$ cat src/rtl/dsm_param_top.sv
// dsm_param_top: parametrised delta-sigma modulator.
//   An ORDER-stage chain of saturating integrators feeds a 3-level quantizer
//   that drives the PWM power stage. A run of saturating ticks triggers a
//   recovery period that clears the loop state.
//
// Ports:
//   clock      - system clock
//   reset      - asynchronous active-low reset
//   en         - sample strobe; state advances only on edges with en=1
//   vin        - signed input sample (W bits)
//   pwm        - 00 = 0, 01 = +1, 11 = -1 (10 is never driven)
//   pwm_valid  - one-cycle pulse accompanying each pwm update
//   recovering - high while the loop is held in recovery
//   ovl_events - number of recovery entries, saturating at 255
//
// Build option: define DSM_DITHER_EN to add LFSR dither (-8..+7) to the
// quantizer input. Without it, no LFSR is built and the dither term is zero.
module dsm_param_top #(
  parameter int          W              = 16,
  parameter int          ORDER          = 2,
  parameter int          COEF_SHIFT     = 1,
  parameter logic [W-1:0] FS_HALF       = 16'h2000,
  parameter logic [W-1:0] THRESH        = 16'h1000,
  parameter int          OVL_LIMIT      = 4,
  parameter int          RECOVER_CYCLES = 8
) (
  input  logic                clock,
  input  logic                reset,
  input  logic                en,
  input  logic signed [W-1:0] vin,
  output logic [1:0]          pwm,
  output logic                pwm_valid,
  output logic                recovering,
  output logic [7:0]          ovl_events
);

  // Two guard bits leave room for three W-bit terms without overflow.
  localparam int WX = W + 2;
  localparam logic signed [WX-1:0] MAX_V = {3'b000, {(W-1){1'b1}}};
  localparam logic signed [WX-1:0] MIN_V = {3'b111, {(W-1){1'b0}}};
  localparam logic signed [WX-1:0] FS_X  = {2'b00, FS_HALF};
  localparam logic signed [WX-1:0] THR_X = {2'b00, THRESH};

  typedef enum logic {RUN, RECOVER} state_t;

  state_t                state_q, state_d;
  logic signed [W-1:0]   integ_q   [ORDER];
  logic signed [W-1:0]   integ_d   [ORDER];
  logic signed [W-1:0]   integ_run [ORDER];
  logic signed [WX-1:0]  acc       [ORDER];
  logic                  any_sat;
  logic signed [WX-1:0]  fb;
  logic signed [WX-1:0]  dither;
  logic signed [WX-1:0]  q_x;
  logic signed [W-1:0]   q;
  logic [1:0]            pwm_run, pwm_d;
  logic                  valid_d;
  logic [7:0]            ovl_cnt_q, ovl_cnt_d;
  logic [7:0]            rcnt_q, rcnt_d;
  logic [7:0]            events_d;

  function automatic logic signed [WX-1:0] sx(input logic signed [W-1:0] x);
    return {{2{x[W-1]}}, x};
  endfunction

  function automatic logic out_of_range(input logic signed [WX-1:0] x);
    return (x > MAX_V) || (x < MIN_V);
  endfunction

  function automatic logic signed [W-1:0] clamp(input logic signed [WX-1:0] x);
    if (x > MAX_V) return MAX_V[W-1:0];
    if (x < MIN_V) return MIN_V[W-1:0];
    return x[W-1:0];
  endfunction

  // Feedback always follows the currently registered pwm code.
  always_comb begin
    case (pwm)
      2'b01:   fb = FS_X;
      2'b11:   fb = -FS_X;
      default: fb = '0;
    endcase
  end

`ifdef DSM_DITHER_EN
  logic [15:0] lfsr_q;

  // Fibonacci LFSR, taps 16,14,13,11; steps on every en tick in any state.
  always_ff @(posedge clock or negedge reset) begin
    if (!reset)  lfsr_q <= 16'hACE1;
    else if (en) lfsr_q <= {lfsr_q[0] ^ lfsr_q[2] ^ lfsr_q[3] ^ lfsr_q[5], lfsr_q[15:1]};
  end

  assign dither = WX'(lfsr_q[3:0]) - WX'(8);
`else
  assign dither = '0;
`endif

  // Candidate integrator update; any clamp marks the tick as saturating.
  always_comb begin
    any_sat = 1'b0;
    acc[0]  = sx(integ_q[0]) + sx(vin) - fb;
    for (int k = 1; k < ORDER; k++)
      acc[k] = sx(integ_q[k]) + sx(integ_q[k-1] >>> COEF_SHIFT) - fb;
    for (int k = 0; k < ORDER; k++) begin
      integ_run[k] = clamp(acc[k]);
      if (out_of_range(acc[k])) any_sat = 1'b1;
    end
  end

  // Quantizer works on the pre-update last integrator plus vin and dither.
  always_comb begin
    q_x = sx(integ_q[ORDER-1]) + sx(vin) + dither;
    q   = clamp(q_x);
    if (sx(q) < -THR_X)      pwm_run = 2'b11;
    else if (sx(q) >= THR_X) pwm_run = 2'b01;
    else                     pwm_run = 2'b00;
  end

  // Next-state logic: everything holds unless en is high.
  always_comb begin
    state_d   = state_q;
    integ_d   = integ_q;
    pwm_d     = pwm;
    valid_d   = 1'b0;
    ovl_cnt_d = ovl_cnt_q;
    rcnt_d    = rcnt_q;
    events_d  = ovl_events;
    if (en) begin
      valid_d = 1'b1;
      case (state_q)
        RUN: begin
          integ_d = integ_run;
          pwm_d   = pwm_run;
          if (!any_sat) begin
            ovl_cnt_d = '0;
          end else if (ovl_cnt_q == 8'(OVL_LIMIT - 1)) begin
            // Overload confirmed: drop the loop state and sit out the recovery.
            state_d   = RECOVER;
            ovl_cnt_d = '0;
            rcnt_d    = 8'(RECOVER_CYCLES - 1);
            for (int k = 0; k < ORDER; k++) integ_d[k] = '0;
            if (ovl_events != 8'hFF) events_d = ovl_events + 8'd1;
          end else begin
            ovl_cnt_d = ovl_cnt_q + 8'd1;
          end
        end
        RECOVER: begin
          pwm_d = 2'b00;
          if (rcnt_q == 8'd0) state_d = RUN;
          else                rcnt_d  = rcnt_q - 8'd1;
        end
        default: state_d = RUN;
      endcase
    end
  end

  always_ff @(posedge clock or negedge reset) begin
    if (!reset) begin
      state_q    <= RUN;
      pwm        <= 2'b00;
      pwm_valid  <= 1'b0;
      ovl_cnt_q  <= '0;
      rcnt_q     <= '0;
      ovl_events <= '0;
      for (int k = 0; k < ORDER; k++) integ_q[k] <= '0;
    end else begin
      state_q    <= state_d;
      pwm        <= pwm_d;
      pwm_valid  <= valid_d;
      ovl_cnt_q  <= ovl_cnt_d;
      rcnt_q     <= rcnt_d;
      ovl_events <= events_d;
      integ_q    <= integ_d;
    end
  end

  assign recovering = (state_q == RECOVER);

endmodule

$ cat config.mk
export PLATFORM = sky130hd
export DESIGN_NAME = dsm_param_top
export DESIGN_NICKNAME = d
export VERILOG_FILES = /design/src/rtl/dsm_param_top.sv
export SDC_FILE = /design/constraint.sdc
export NUM_CORES = 1
export LEC_CHECK = 0
export BUFFER_PORTS_ARGS = -buffer_cell sky130_fd_sc_hd__buf_2
export CORE_ASPECT_RATIO = 2
export CORE_MARGIN = 1.5
export CORE_UTILIZATION = 56
export CTS_BUF_LIST = sky130_fd_sc_hd__clkbuf_4 sky130_fd_sc_hd__clkbuf_8
export CTS_CLUSTER_DIAMETER = 80
export DETAILED_ROUTE_END_ITERATION = 16
export HOLD_SLACK_MARGIN = 0.03
export PLACE_DENSITY_LB_ADDON = 0.2
export SLEW_MARGIN = 20
export SYNTH_ARGS = -nofsm -noshare
export SYNTH_HDL_FRONTEND = slang
export SYNTH_SLANG_ARGS = --single-unit
export TNS_END_PERCENT = 5
$ cat constraint.sdc
create_clock -name clock -period 3.6 [get_ports clock]
set_input_delay 0.36 -clock clock [delete_from_list [all_inputs] [get_ports clock]]
set_output_delay 0.36 -clock clock [all_outputs]
set_load 0.02 [all_outputs]
==> out/metrics.cfg, run 1 <==
[status]
status = complete, but fails checks
failed_checks = setup timing

[worst_hold_path]
hold_class = input port to asynchronous set/reset pin

[worst_setup_path]
worst-path-buf-inv = 3
cp-start-kind = flop
reg2reg_from = pwm[0]
critPathMaxStageDelay_ps = 550
crit_arrival_ps = 3950
endpoint_kind = flop
crit_slowest_cell = or4b_4
crit_fanout = 16
critPathRequiredTime_ps = 3840
path_cells = and2_4, buf_6, fa_1, inv_2, ha_4, nand3_1, or4b_4, a2bb2oi_4, or3_4, a32oi_4, buf_8, nor3_1, mux2_2
cpLargestDelayFamily = simple AND/OR/NAND/NOR gates
critPathLaunch = pwm[0]
worstSetupPathType = flop to flop

[yosys]
synth_top_area_share_pct = 25.6
synth_area_leaders = dfrtp_1, ha_1, inv_1
syn_area_sq_um = 5860
synthArstFlopShare_pct = 100
yosys_warnings = 0
ys.flop_type = dfrtp_1
synth.avg_cell_area_sq_um = 8.20
synth-seq-area-share_pct = 25.6
syn-num-nets = 818
synth_seq_cells = 60
netlist-cell-type-count = 62
synth_top_cell_by_area = dfrtp_1
synth_edf_count = 0
synthCells = 715

[clock_network]
cts_tree = done
path_clk_slew_ps = 70
holdBufCountCts = 0
clockBufferDepth = 2
htreeDepth = 3
clock_sinks = 60
cts_buffers = 9
clock_latency_ps = 350
cts-root-buf = clkbuf_8

[die]
core-area_sq_um = 10100
die_h_um = 148
fp-row-count = 52
ioPinCount = 31
die_w_um = 75.3
die_area_sq_um = 11100
initial_core_util_pct = 57.8

[routing]
post_drt_wl_per_cell_um = 17.5
detailroute.via_count = 5944
vias_per_cell = 5.91
postRouteAntennaNets = 0
drt-total-wl_um = 17700
drt_first_iter_violations = 387
firstDrtPassIters = 5
drc_errors = 0

[timing]
holdWs_ps = 118
clock.fmax_mhz = 269
setup_viol = 45
slew_headroom_pct = 43.3
hold_viol_final = 0
fin_crit_ps = 3710
fin_crit_sh_pct = 103
finClkSkew_ps = 8.19
slew_violations = 0
rsz0062_at_grt = yes
worst_slew_pin_slew_ps = 850
fin_ws_ps = -112

[finish]
finalCoreUtilization_pct = 75.3
drive_gt1_share_pct = 28.2
antenna_cells = 0
area_growth_pct = 30.4
finish.instance_area_sq_um = 7640
fin_nets = 969

[place]
gp_congestion = 0.900
io_buffers = 30
hpwl_um = 13400
place_ws_ps = -372
postPlaceCellArea_sq_um = 7060

[global_routing]
overflow = 0
antenna_found_initial = 0
grt_pass1_vias = 6240
grt_pass1_wl_um = 28700
grt_max_degree = 40
grtUsageTotal_pct = 33.9

[job]
maxCapViolations = 0

## synth_stat cells, drive strengths merged (4+ instances only)
master,number
inv,119
ha,77
dfrtp,60
a21oi,49
nand2,43
o21ai,42
nor2,39
nor3,20
a211oi,19
xor2,19
a21o,18
xnor2,18
o22ai,17
clkbuf,15
nand3,15
nand2b,14
nor2b,11
o211ai,9
or2,9
o21a,8
fa,7
buf,6
nand4,6
nor4,6
a22o,5
and3,5
o31a,5
a31oi,4
and2,4
## logic make-up (layout without fill, tap and decap cells)
family                   Yosys count  after routing  share of synthesized area (%)
AO/OA/AOI/OAI                    208            208                           24.5
AND/OR/NAND/NOR                  184            184                           16.0
buffers and inverters            140            296                           9.09
adder cells (fa/ha/maj)           84             84                           18.8
flip-flops                        60             60                           25.6
XOR/XNOR                          37             37                           5.53
multiplexers                       2              2                          0.384
## per-layer routing
layer / wire length, um / vias to the layer above / GRT usage, % / part of all wire, %
met5: 0 / - / 0 / 0
met4: 1320 / 0 / 23.9 / 7.5
met3: 740 / 90 / 6.07 / 4.2
met2: 9550 / 214 / 60.5 / 54
met1: 6040 / 2823 / 33.1 / 34
li1: - / 2817 / - / -
## timing repair
action                                  in CTS  in global routing
gates resized for setup                     29                 28
buffers inserted                             9                  1
pin swaps                                   13                 25
cloned                                       1                  1
endpoints found under the hold margin        0                  0
endpoints found under the setup margin      47                 57
## sequential cells by signal, summed over array words and instances (netlist names)
name	cells
rcnt_q	8
ovl_cnt_q	8
recovering	1
integ_q	32
pwm	2
ovl_events	8
pwm_valid	1
## layout make-up
cell class	count	area, sq um
clock buffer	13	173
clock inverter	3	67.6
fill	767	2500
inverter	119	447
multi-input combinational	515	4120
sequential	60	1500
tap	135	169
timing repair buffer	161	1170
## final timing paths
check | end | slack, ps | depth (start not counted)
min in group clock | pwm_valid | 240 | 1
worst min register to register | ovl_events[6] | 500 | 1
worst max-delay path | ovl_cnt_q[0] | -110 | 13
worst min-delay path | integ_q[19] | 120 | 1
max in group asynchronous | pwm[0] | 2740 | 2
worst max register to register | ovl_cnt_q[0] | -110 | 13
## cells in the final DEF, fill, tap and decap left out, drive strengths merged, types with 19 or more instances in the layout
master	instances
a211oi	19
a21oi	49
buf	161
dfrtp	60
ha	77
inv	119
nand2	43
nor2	39
nor3	20
o21ai	42
xor2	19
## metrics by stage
step,instances,setup TNS [ps]
after floorplan,715,0
after detailed placement,978,-9010
after CTS,1004,-4.96
final,1006,-2700
after global routing,1006,-6520
after global placement,978,-5770
Power of run 1 is not shown: default switching activity piles up to over one toggle a cycle in this logic, so the estimate is an artifact.
==> inputs of run 2 (changes only) <==
--- a/config.mk
+++ b/config.mk
@@ -14,8 +14,8 @@
 export DETAILED_ROUTE_END_ITERATION = 16
 export HOLD_SLACK_MARGIN = 0.03
 export PLACE_DENSITY_LB_ADDON = 0.2
+export SKIP_CTS_REPAIR_TIMING = 1
 export SLEW_MARGIN = 20
 export SYNTH_ARGS = -nofsm -noshare
 export SYNTH_HDL_FRONTEND = slang
 export SYNTH_SLANG_ARGS = --single-unit
-export TNS_END_PERCENT = 5
==> run 2 against run 1 <==
- the flow still finishes with violations (setup timing)
- setup slack got worse by 17 ps
- non-clock buffer count fell by 9
- via count barely moved
==> out/metrics.cfg, run 2 (same netlist as run 1, synthesis figures left out) <==
[status]
status = complete, but fails checks  ; unchanged
failed_checks = setup timing  ; unchanged

[timing]
rsz0062_at_grt = yes  ; unchanged
fin_crit_ps = 3730  ; was 3710 ps
fin_ws_ps = -129  ; was -112 ps
finClkSkew_ps = 8.45  ; was 8.19 ps
worst_slew_pin_slew_ps = 882  ; was 850 ps
slew_headroom_pct = 41.2  ; was 43.3%
hold_viol_final = 0  ; unchanged
slew_violations = 0  ; unchanged
clock.fmax_mhz = 268  ; was 269 MHz
setup_viol = 36  ; was 45
fin_crit_sh_pct = 104  ; was 103%

[routing]
post_drt_wl_per_cell_um = 17.6  ; was 17.5 um
postRouteAntennaNets = 0  ; unchanged
firstDrtPassIters = 7  ; was 5
drt-total-wl_um = 17600  ; was 17,700 um
detailroute.via_count = 5942  ; was 5,944
vias_per_cell = 5.96  ; was 5.91
drt_first_iter_violations = 338  ; was 387
drc_errors = 0  ; unchanged

[die]
die_w_um = 75.3  ; unchanged
initial_core_util_pct = 57.8  ; unchanged
fp-row-count = 52  ; unchanged
core-area_sq_um = 10100  ; unchanged
ioPinCount = 31  ; unchanged
die_h_um = 148  ; unchanged
die_area_sq_um = 11100  ; unchanged

[worst_setup_path]
critPathRequiredTime_ps = 3830  ; was 3840 ps
crit_arrival_ps = 3960  ; was 3950 ps
cp-start-kind = flop  ; unchanged
endpoint_kind = flop  ; unchanged
crit_fanout = 16  ; unchanged
worstSetupPathType = flop to flop  ; unchanged

[worst_hold_path]
hold_class = input port to asynchronous set/reset pin  ; unchanged

[finish]
finish.instance_area_sq_um = 7500  ; was 7640 sq um
antenna_cells = 0  ; unchanged
fill_cells = 790  ; was 767
largest-register = integ_q  ; unchanged
fin_nets = 960  ; was 969
area_growth_pct = 28.0  ; was 30.4%
drive_gt1_share_pct = 26.3  ; was 28.2%
stdcell_count = 997  ; was 1,006
final_common_cell = inv_1  ; was buf_4
layout_common_cells = inv_1, buf_4, ha_1  ; was buf_4, inv_1, ha_1
largest_register_ffs = 32  ; unchanged

[global_routing]
grt_max_degree = 40  ; unchanged
antenna_found_initial = 0  ; unchanged
grt_pass1_wl_um = 27800  ; was 28,700 um
overflow = 0  ; unchanged
grt_pass1_vias = 6106  ; was 6,240
grtUsageTotal_pct = 32.6  ; was 33.9%

[clock_network]
cts_tree = done  ; unchanged
cts_buffers = 9  ; unchanged
clockBufferDepth = 2  ; unchanged
clock_sinks = 60  ; unchanged
clock_latency_ps = 350  ; about the same
path_clk_slew_ps = 70  ; about the same
htreeDepth = 3  ; unchanged
cts-root-buf = clkbuf_8  ; unchanged

[place]
place_inst = 978  ; unchanged
hpwl_um = 13400  ; unchanged
gp_congestion = 0.900  ; unchanged
postPlaceCellArea_sq_um = 7060  ; unchanged
io_buffers = 30  ; unchanged

[job]
maxCapViolations = 0  ; unchanged

-- run 2: cell type report --
type	count	area, sq um	share of cell area (%)
timing repair buffer	152	1090	14.6
multi-input combinational	515	4050	54.0
sequential	60	1500	20.0
clock buffer	13	173	2.30
tap	135	169	2.25
clock inverter	3	67.6	0.901
inverter	119	447	5.95
-- run 2: per-layer routing --
layer  up-vias  global-route usage (%)  wire length [um]
met1      2828                    32.2              6110
met3        87                    6.61               830
met4         0                    22.6              1270
li1       2807                       -                 -
met2       220                    57.5              9380
met5         -                       0                 0
-- run 2: path summary, 6_finish.rpt --
kind / from / to / slack (ps) / depth (start not counted)
min reg2reg: ovl_events[6] / ovl_events[6] / 500 / 1
min in group clock: en / pwm_valid / 240 / 1
max: pwm[0] / ovl_cnt_q[2] / -130 / 13
min: reset / integ_q[19] / 130 / 1
max reg2reg: pwm[0] / ovl_cnt_q[2] / -130 / 13
max in group asynchronous: reset / pwm[0] / 2720 / 2
-- run 2: worst max-delay path, cell delays in order (launching register included) --
cell and delay (ps):
dfrtp_2 440, and2_4 190, buf_4 140, fa_1 490, inv_2 60, ha_4 300
nand3_1 90, or4b_4 510, a2bb2oi_2 170, or3_4 390, a32oi_4 260, buf_8 200
nor2_1 100, a22o_1 260
-- run 2: stage by stage --
step | TNS [ps] | setup slack [ps] | util [%] | hold WS (ps)
6_report | -2310 | -129 | 73.9 | 128
5_1_grt | -10390 | -289 | 73.9 | 183
4_1_cts | -8680 | -413 | 71.9 | 125
3_5_place_dp | -9010 | -372 | 69.6 | 480
3_3_place_gp | -5770 | -226 | 69.6 | 468
2_1_floorplan | 0 | 6.55 | - | 64.4
Power of run 2 is left out for the same reason.
